--- src/rtl/sys_fence_sequencer.sv ---
// Sequences the store-buffer drain, D-cache write-back, I-cache invalidate and TLB flush
// side effects of FENCE, FENCE.I and SFENCE.VMA. Define SYS_FENCE_DCACHE_WB_EN for a write-back D-cache.
module sys_fence_sequencer #(
   parameter int XLEN   = 64,
   parameter int ASID_W = 16
) (
   input  logic              clk,
   input  logic              rst,
   input  logic              Flush,
   input  logic              fence_req,
   input  logic [11:0]       fence_data,
   input  logic              fencei_req,
   input  logic              sfence_req,
   input  logic [XLEN-1:0]   sfence_vaddr,
   input  logic [XLEN-1:0]   sfence_asid,
   input  logic              sb_empty,
   output logic              dc_wb_req,
   input  logic              dc_wb_ack,
   output logic              ic_inv_req,
   input  logic              ic_inv_ack,
   output logic              tlb_flush_req,
   output logic [XLEN-1:0]   tlb_flush_vaddr,
   output logic [ASID_W-1:0] tlb_flush_asid,
   output logic              tlb_flush_all_va,
   output logic              tlb_flush_all_asid,
   input  logic              itlb_ack,
   input  logic              dtlb_ack,
   output logic              fence_done,
   output logic              fencei_done,
   output logic              sfence_done,
   output logic              busy
);

   typedef enum logic [2:0] {
      ST_IDLE,
      ST_SB_DRAIN,
      ST_DC_WB,
      ST_IC_INV,
      ST_TLB_FLUSH,
      ST_DONE,
      ST_ABORT
   } state_e;

   typedef enum logic [1:0] {
      K_NONE,
      K_FENCE,
      K_FENCEI,
      K_SFENCE
   } kind_e;

   state_e            state_q, state_d;
   kind_e             kind_q, kind_d;
   logic              latch_ops;
   logic [XLEN-1:0]   vaddr_q;
   logic [ASID_W-1:0] asid_q;
   logic              all_va_q, all_asid_q;
   logic              dc_wb_req_q, dc_wb_req_d;
   logic              ic_inv_req_q, ic_inv_req_d;
   logic              tlb_req_q, tlb_req_d;
   logic              itlb_seen_q, dtlb_seen_q, clear_sticky;
   logic              fence_done_q, fence_done_d;
   logic              fencei_done_q, fencei_done_d;
   logic              sfence_done_q, sfence_done_d;
   logic              fence_needs_drain;
   logic              dc_ack_ok, ic_ack_ok, tlb_ack_ok;

   // fm and the remaining pred/succ bits do not change what this block does.
   logic [9:0] unused_fence_bits;
   assign unused_fence_bits = {fence_data[11:7], fence_data[5], fence_data[3:0]};

   // Only a prior store (pred.W) or prior device output (pred.O) needs the store buffer drained.
   assign fence_needs_drain = fence_data[4] | fence_data[6];

   // Acks count only while the matching request is up.
   assign dc_ack_ok  = dc_wb_req_q & dc_wb_ack;
   assign ic_ack_ok  = ic_inv_req_q & ic_inv_ack;
   assign tlb_ack_ok = tlb_req_q & (itlb_seen_q | itlb_ack) & (dtlb_seen_q | dtlb_ack);

   always_comb begin
      // NOTE: every combinational output gets a default before the case so no path infers a latch.
      state_d       = state_q;
      kind_d        = kind_q;
      latch_ops     = 1'b0;
      fence_done_d  = 1'b0;
      fencei_done_d = 1'b0;
      sfence_done_d = 1'b0;

      case (state_q)
         ST_IDLE: begin
            if (sfence_req) begin
               kind_d    = K_SFENCE;
               latch_ops = 1'b1;
               state_d   = ST_SB_DRAIN;
            end else if (fencei_req) begin
               kind_d  = K_FENCEI;
               state_d = ST_SB_DRAIN;
            end else if (fence_req) begin
               kind_d  = K_FENCE;
               state_d = fence_needs_drain ? ST_SB_DRAIN : ST_DONE;
            end
         end
         ST_SB_DRAIN: begin
            if (Flush) begin
               state_d = ST_IDLE;
            end else if (sb_empty) begin
               case (kind_q)
`ifdef SYS_FENCE_DCACHE_WB_EN
                  K_FENCEI: state_d = ST_DC_WB;
`else
                  K_FENCEI: state_d = ST_IC_INV;
`endif
                  K_SFENCE: state_d = ST_TLB_FLUSH;
                  default:  state_d = ST_DONE;
               endcase
            end
         end
         ST_DC_WB: begin
            // An ack coinciding with Flush leaves nothing outstanding, so skip ABORT.
            if (dc_ack_ok)  state_d = Flush ? ST_IDLE : ST_IC_INV;
            else if (Flush) state_d = ST_ABORT;
         end
         ST_IC_INV: begin
            if (ic_ack_ok)  state_d = Flush ? ST_IDLE : ST_DONE;
            else if (Flush) state_d = ST_ABORT;
         end
         ST_TLB_FLUSH: begin
            if (tlb_ack_ok) state_d = Flush ? ST_IDLE : ST_DONE;
            else if (Flush) state_d = ST_ABORT;
         end
         ST_DONE: begin
            state_d = ST_IDLE;
            if (!Flush) begin
               fence_done_d  = (kind_q == K_FENCE);
               fencei_done_d = (kind_q == K_FENCEI);
               sfence_done_d = (kind_q == K_SFENCE);
            end
         end
         ST_ABORT: begin
            // Exactly one request is still up; wait out its ack so the resource is left quiet.
            if (dc_ack_ok || ic_ack_ok || tlb_ack_ok) state_d = ST_IDLE;
         end
         default: state_d = ST_IDLE;
      endcase

      dc_wb_req_d  = (state_d == ST_DC_WB)     || ((state_d == ST_ABORT) && dc_wb_req_q);
      ic_inv_req_d = (state_d == ST_IC_INV)    || ((state_d == ST_ABORT) && ic_inv_req_q);
      tlb_req_d    = (state_d == ST_TLB_FLUSH) || ((state_d == ST_ABORT) && tlb_req_q);
      clear_sticky = (state_d == ST_TLB_FLUSH) && (state_q != ST_TLB_FLUSH);
   end

   always_ff @(posedge clk) begin
      // NOTE: state registers use non-blocking assignments so every flop samples pre-edge values.
      if (rst) begin
         state_q       <= ST_IDLE;
         kind_q        <= K_NONE;
         vaddr_q       <= '0;
         asid_q        <= '0;
         all_va_q      <= 1'b0;
         all_asid_q    <= 1'b0;
         dc_wb_req_q   <= 1'b0;
         ic_inv_req_q  <= 1'b0;
         tlb_req_q     <= 1'b0;
         itlb_seen_q   <= 1'b0;
         dtlb_seen_q   <= 1'b0;
         fence_done_q  <= 1'b0;
         fencei_done_q <= 1'b0;
         sfence_done_q <= 1'b0;
      end else begin
         state_q       <= state_d;
         kind_q        <= kind_d;
         dc_wb_req_q   <= dc_wb_req_d;
         ic_inv_req_q  <= ic_inv_req_d;
         tlb_req_q     <= tlb_req_d;
         fence_done_q  <= fence_done_d;
         fencei_done_q <= fencei_done_d;
         sfence_done_q <= sfence_done_d;
         if (latch_ops) begin
            vaddr_q    <= sfence_vaddr;
            asid_q     <= sfence_asid[ASID_W-1:0];
            all_va_q   <= (sfence_vaddr == '0);
            all_asid_q <= (sfence_asid == '0);
         end
         if (clear_sticky) begin
            itlb_seen_q <= 1'b0;
            dtlb_seen_q <= 1'b0;
         end else if (tlb_req_q) begin
            itlb_seen_q <= itlb_seen_q | itlb_ack;
            dtlb_seen_q <= dtlb_seen_q | dtlb_ack;
         end
      end
   end

`ifdef SYS_FENCE_DCACHE_WB_EN
   assign dc_wb_req = dc_wb_req_q;
`else
   assign dc_wb_req = 1'b0;
`endif
   assign ic_inv_req         = ic_inv_req_q;
   assign tlb_flush_req      = tlb_req_q;
   assign tlb_flush_vaddr    = vaddr_q;
   assign tlb_flush_asid     = asid_q;
   assign tlb_flush_all_va   = all_va_q;
   assign tlb_flush_all_asid = all_asid_q;
   assign fence_done         = fence_done_q;
   assign fencei_done        = fencei_done_q;
   assign sfence_done        = sfence_done_q;
   assign busy               = (state_q != ST_IDLE);

endmodule

--- config.mk ---
export PLATFORM = sky130hd
export DESIGN_NAME = sys_fence_sequencer
export DESIGN_NICKNAME = d
export VERILOG_FILES = /design/src/rtl/sys_fence_sequencer.sv
export SDC_FILE = /design/constraint.sdc
export NUM_CORES = 1
export LEC_CHECK = 0
export CORE_ASPECT_RATIO = 0.8
export CORE_MARGIN = 3
export CORE_UTILIZATION = 37
export CTS_CLUSTER_SIZE = 16
export DETAILED_ROUTE_END_ITERATION = 16
export PLACE_DENSITY = 0.81
export SLEW_MARGIN = 25
export SYNTH_ARGS = -nofsm -noshare
export SYNTH_HDL_FRONTEND = slang
export SYNTH_SLANG_ARGS = --single-unit
--- constraint.sdc ---
create_clock -name clk -period 2.14 [get_ports clk]
set_input_delay 0.428 -clock clk [delete_from_list [all_inputs] [get_ports clk]]
set_output_delay 0.428 -clock clk [all_outputs]
set_load 0.01 [all_outputs]
== Yosys cells after proc, flatten, opt, wreduce, memory -nomap -nowiden ==
Cells that the tools add are included.

* Reduce and logical (&&, ||, !) cells: 17
* Bitwise gates (word level): 8
* Eq/ne operators: 14
* Mux-type cells: 20

{| class="wikitable"
|+ Operators with widths
! kind !! count
|-
| $logic_not 64->1 || 2
|-
| $mux 3 || 12
|-
| $pmux 3 s6 || 1
|-
| $eq 3x3->1 const B || 5
|-
| $eq 3x2->1 const B || 4
|-
| $mux 2 || 4
|-
| $pmux 3 s2 || 1
|-
| $reduce_bool 3->1 || 2
|-
| $logic_or 1x1->1 || 5
|-
| $and 1x1->1 || 4
|-
| $eq 2x2->1 const B || 2
|-
| $logic_and 1x1->1 || 4
|-
| $eq 3x1->1 const B || 1
|-
| $logic_not 3->1 || 1
|-
| $ne 3x3->1 const B || 1
|-
| $or 1x1->1 || 3
|-
| $reduce_or 3->1 || 1
|-
| $eq 2x1->1 const B || 1
|-
| $mux 1 || 2
|-
| $reduce_and 2->1 || 1
|-
| $reduce_or 2->1 || 1
|-
| $not 1->1 || 1
|}

* Input bits: 151
* Flip-flop bits (word level): 95
* Word-level logic and storage cells: 73

== Depth between registers and ports, before layout ==
* Depth after elaboration: 9
* Depth in mapped cells: 7

== Least setup slack after synthesis ==
OpenSTA, ideal clock, no wires.

* Path kind: input -> register
* Start point: input Flush
* End point: register ic_inv_req_q (netlist: ic_inv_req)
* Buffers on the path: 1
* Setup slack: 300 ps
* Cell stages on the path: 6
* Library setup time: 80 ps
* Arrival: 1761 ps
* Cells stage by stage: nand3b_4 or4_1 and4_4 buf_6 a211o_1 a211oi_2

* Longest elaborated chain between the ends: 6
* Elaborated cells on any way between the ends: 12
* Those cells by class: 2 x eq/ne; 8 x mux; 2 x reduce/logical

{| class="wikitable"
|+ RTL lines
! what !! line !! source
|-
| from (decl) || 9 || <nowiki>input logic Flush,</nowiki>
|-
| $mux 3 (tied with other cells) || 120, 124, 128 ||
|-
| $mux 3, on equally long branches || 127, 119, 123 ||
|-
| $pmux 3 s6 (*) || 88 || <nowiki>case (state_q)</nowiki>
|-
| $eq 3x3->1 || 146 || <nowiki>ic_inv_req_d = (state_d == ST_IC_INV) || ((state_d == ST_ABORT) && ic_inv_req_q);</nowiki>
|-
| $logic_and 1x1->1 || 146 ||
|-
| $logic_or 1x1->1 (*) || 146 ||
|-
| to (signal assigned) || 172 || <nowiki>ic_inv_req_q <= ic_inv_req_d;</nowiki>
|-
| to (decl) || 58 || <nowiki>logic ic_inv_req_q, ic_inv_req_d;</nowiki>
|}

Mark *: on every way between the ends. The rest lies on a longest branch, timed or not.
A chain may end at the register's enable or synchronous reset.

== Worst setup path in the final report ==
* Start point: register state_q[0]
* End point: output busy

* Longest elaborated chain between the ends: 1

{| class="wikitable"
|+ RTL lines
! what !! line !! source
|-
| from (decl) || 51 || <nowiki>state_e state_q, state_d;</nowiki>
|-
| from (signal assigned) || 169 || <nowiki>state_q <= state_d;</nowiki>
|-
| $reduce_bool 3->1 || 207 || <nowiki>assign busy = (state_q != ST_IDLE);</nowiki>
|-
| to (decl) || 31 || <nowiki>output logic busy</nowiki>
|}

Every way passes these cells.

==> impl_metrics.yaml <==
worst_setup_path:
  slowest_delay_ps: 580
  worstSetupEndpointType: "output pin"
  criticalPathCategory: "reg2out"
  r2r_start: "state_q[0]$_SDFF_PP0_"
  critical_path_required_ps: 1710
  setup.worst_path.start: "state_q[0]$_SDFF_PP0_"
  crit_chain: "nor3_2 -> inv_1 -> clkdlybuf4s50_1"
  cpMaxStageDelayCell: "clkdlybuf4s50_1"
  cp_max_fo: 10
  critPathLaunchType: "flip-flop"
  cp_data_arrival_time_ps: 1600
clocking:
  clock_latency_ps: 330
  cts_tree: "built"
  htreeDepth: 3
  clockBufferDepth: 2
  post-cts-setup-buffer-count: 0
  cts_buffers: 9
  clk_transition_reported_paths_ps: 60
  clockRootBuffer: "clkbuf_16"
  cts.sinks: 95
cells_and_area:
  utilization_pct: 66.9
  layout-drive-gt1-share_pct: 6.17
  final_common_cell: "clkdlybuf4s50_1"
  final_area_um2: 6560
  final_cell_mix: "clkdlybuf4s50_1, nand2_1, a21oi_1, dfxtp_1, nor4_1"
  syn_to_final_growth_pct: 72.9
  finish.net_count: 859
  n_antenna_cell: 0
sta:
  worst_slack_ps: 116
  max_freq_ghz: 0.494
  slew_headroom_pct: 63.0
  finClkSkew_ps: 6.79
  hold_viol_final: 0
  fin_crit_sh_pct: 94.6
  hold_ws_ps: 439
  final.min_clock_period_ps: 2020
  max_slew.worst_pin.slew_ps: 555
  maxSlewViolCount: 0
  grt_setup_unrepaired: "false"
  setup_violations: 0
place:
  dp_slack_ps: -151
  gp_congestion: 0.837
  io_buffer_count: 228
  dpl-instance-area_um2: 6230
  place_hpwl_um: 10300
pwr:
  peakVddDrop_uv: 474
  finalPower_mw: 5.09
  power_density_nw_per_um2: 775
  p_leak_nw: 2.35
hold_path:
  hp-start: "rst"
  hold_path_class: "in2reg"
floorplan:
  die_w_um: 119
  die_h_um: 96.6
  start_util_pct: 38.7
  die_area_um2: 11500
  ios: 240
  rows: 32
  core_area_um2: 9810
synth:
  mappedNetlistArea_um2: 3790
  ys.warnings.count: 0
  syn-num-nets: 637
  synth_ff_type: "dfxtp_1"
  synth_edf_count: 0
  yosysSeqAreaShare_pct: 50.1
  synth.area.top_cells: "dfxtp_1, nand2_1, a21oi_1"
  synth-seq-cells: 95
  synth_top_cell_by_area: "dfxtp_1"
  synth_top_area_share_pct: 50.1
  synth-async-reset-ratio_pct: 0
  netlist_instances: 486
  synth_cell_types: 42
  syn_avg_cell_area_um2: 7.81
drt:
  dr.pass1.iters: 4
  drt-wirelength-per-cell_um: 15.4
  num_vias: 4334
  drt_iter0_markers: 234
  viasPerCell: 5.10
  antenna_left: 0
  drc: 0
  drt_wl_total_um: 13100
grt:
  grt_first_pass_wirelength_um: 20100
  grt_util_all_layers_pct: 21.9
  grt_max_degree: 68
  grt.overflow.total: 0
  antenna_found_initial: 0
  grt_pass1_vias: 4149
flow_run:
  drv_cap: 0
outcome:
  status: "finished, final reports clean"
-- final timing paths --
| check | to | slack [ps] | cells after the start |
|---|---|---|---|
| min | fence_done$_SDFF_PP0_ | 440 | 4 |
| max reg2reg | ic_inv_req$_SDFF_PP0_ | 340 | 5 |
| max | busy | 120 | 3 |
| min reg2reg | tlb_flush_vaddr[1]$_SDFFE_PP0P_ | 450 | 2 |
-- cell type report --
cell class / instances / area [um2]
sequential: 95 / 1910
inverter: 5 / 18.8
multi-input combinational: 355 / 1730
clock buffer: 10 / 239
tap: 136 / 170
fill: 813 / 3250
timing repair buffer: 242 / 2410
clock inverter: 6 / 91.3
-- layer usage --
metal  global-route usage, %  vias to the layer above  part of all wire, %
met5                       0                        -                    0
met3                    6.17                       24                  7.6
met2                    42.1                      198                   53
met4                    7.91                        0                  2.5
met1                    23.0                     1996                   36
li1                        -                     2116                    -
-- synth_stat cells, types with 2 or more instances --
cell type  instances
nand2_1          169
dfxtp_1           95
a21oi_1           93
nor4_1            36
clkbuf_1          19
nand4_1           10
buf_2              8
nor2_1             6
inv_1              5
a211oi_1           3
buf_6              3
nand3_1            3
nor2b_1            3
o21ai_0            3
nor3b_1            2
or3_1              2
-- registers in the layout (all words and copies together), names as in the netlist --
signal and count:
dtlb_seen_q 1, tlb_flush_asid 16, tlb_flush_all_asid 1, dc_wb_req_q 1
fencei_done 1, tlb_flush_req 1, fence_done 1, ic_inv_req 1
kind_q 2, state_q 3, itlb_seen_q 1, tlb_flush_all_va 1
sfence_done 1, tlb_flush_vaddr 64
-- repair_timing --
item,4_1_cts,5_1_grt
endpoints found under the setup margin,1,1
hold buffers,0,0
resized for setup,1,2
-- cell families (layout without fill, tap and decap cells) --
family	Yosys count	count (layout)	share of synthesized area, %
and+or+nand+nor	244	244	29.5
other	1	1	0.0988
buffers and inverters	36	263	4.52
AOI/OAI and AO/OA	110	110	15.7
DFF	95	95	50.1
-- per-stage QoR --
stage	instances	TNS, ps
after CTS	849	0
after global routing	849	0
after floorplan	486	0
after detailed placement	833	-410
after global placement	833	-236
final	849	0
-- critical path, delay by kind of cell (launching register included) --
family,cells,cell delay (ps)
buffers and inverters,2,750
DFF,1,460
and+or+nand+nor,1,70
-- where the power goes --
group          leakage (nW)  switching [mW]  internal, mW
Clock                 0.163           0.654          1.06
Combinational          1.41           0.615         0.705
Sequential            0.779           0.109          1.94
Total                  2.35            1.38          3.71
Power figures use the tool's default switching activity.
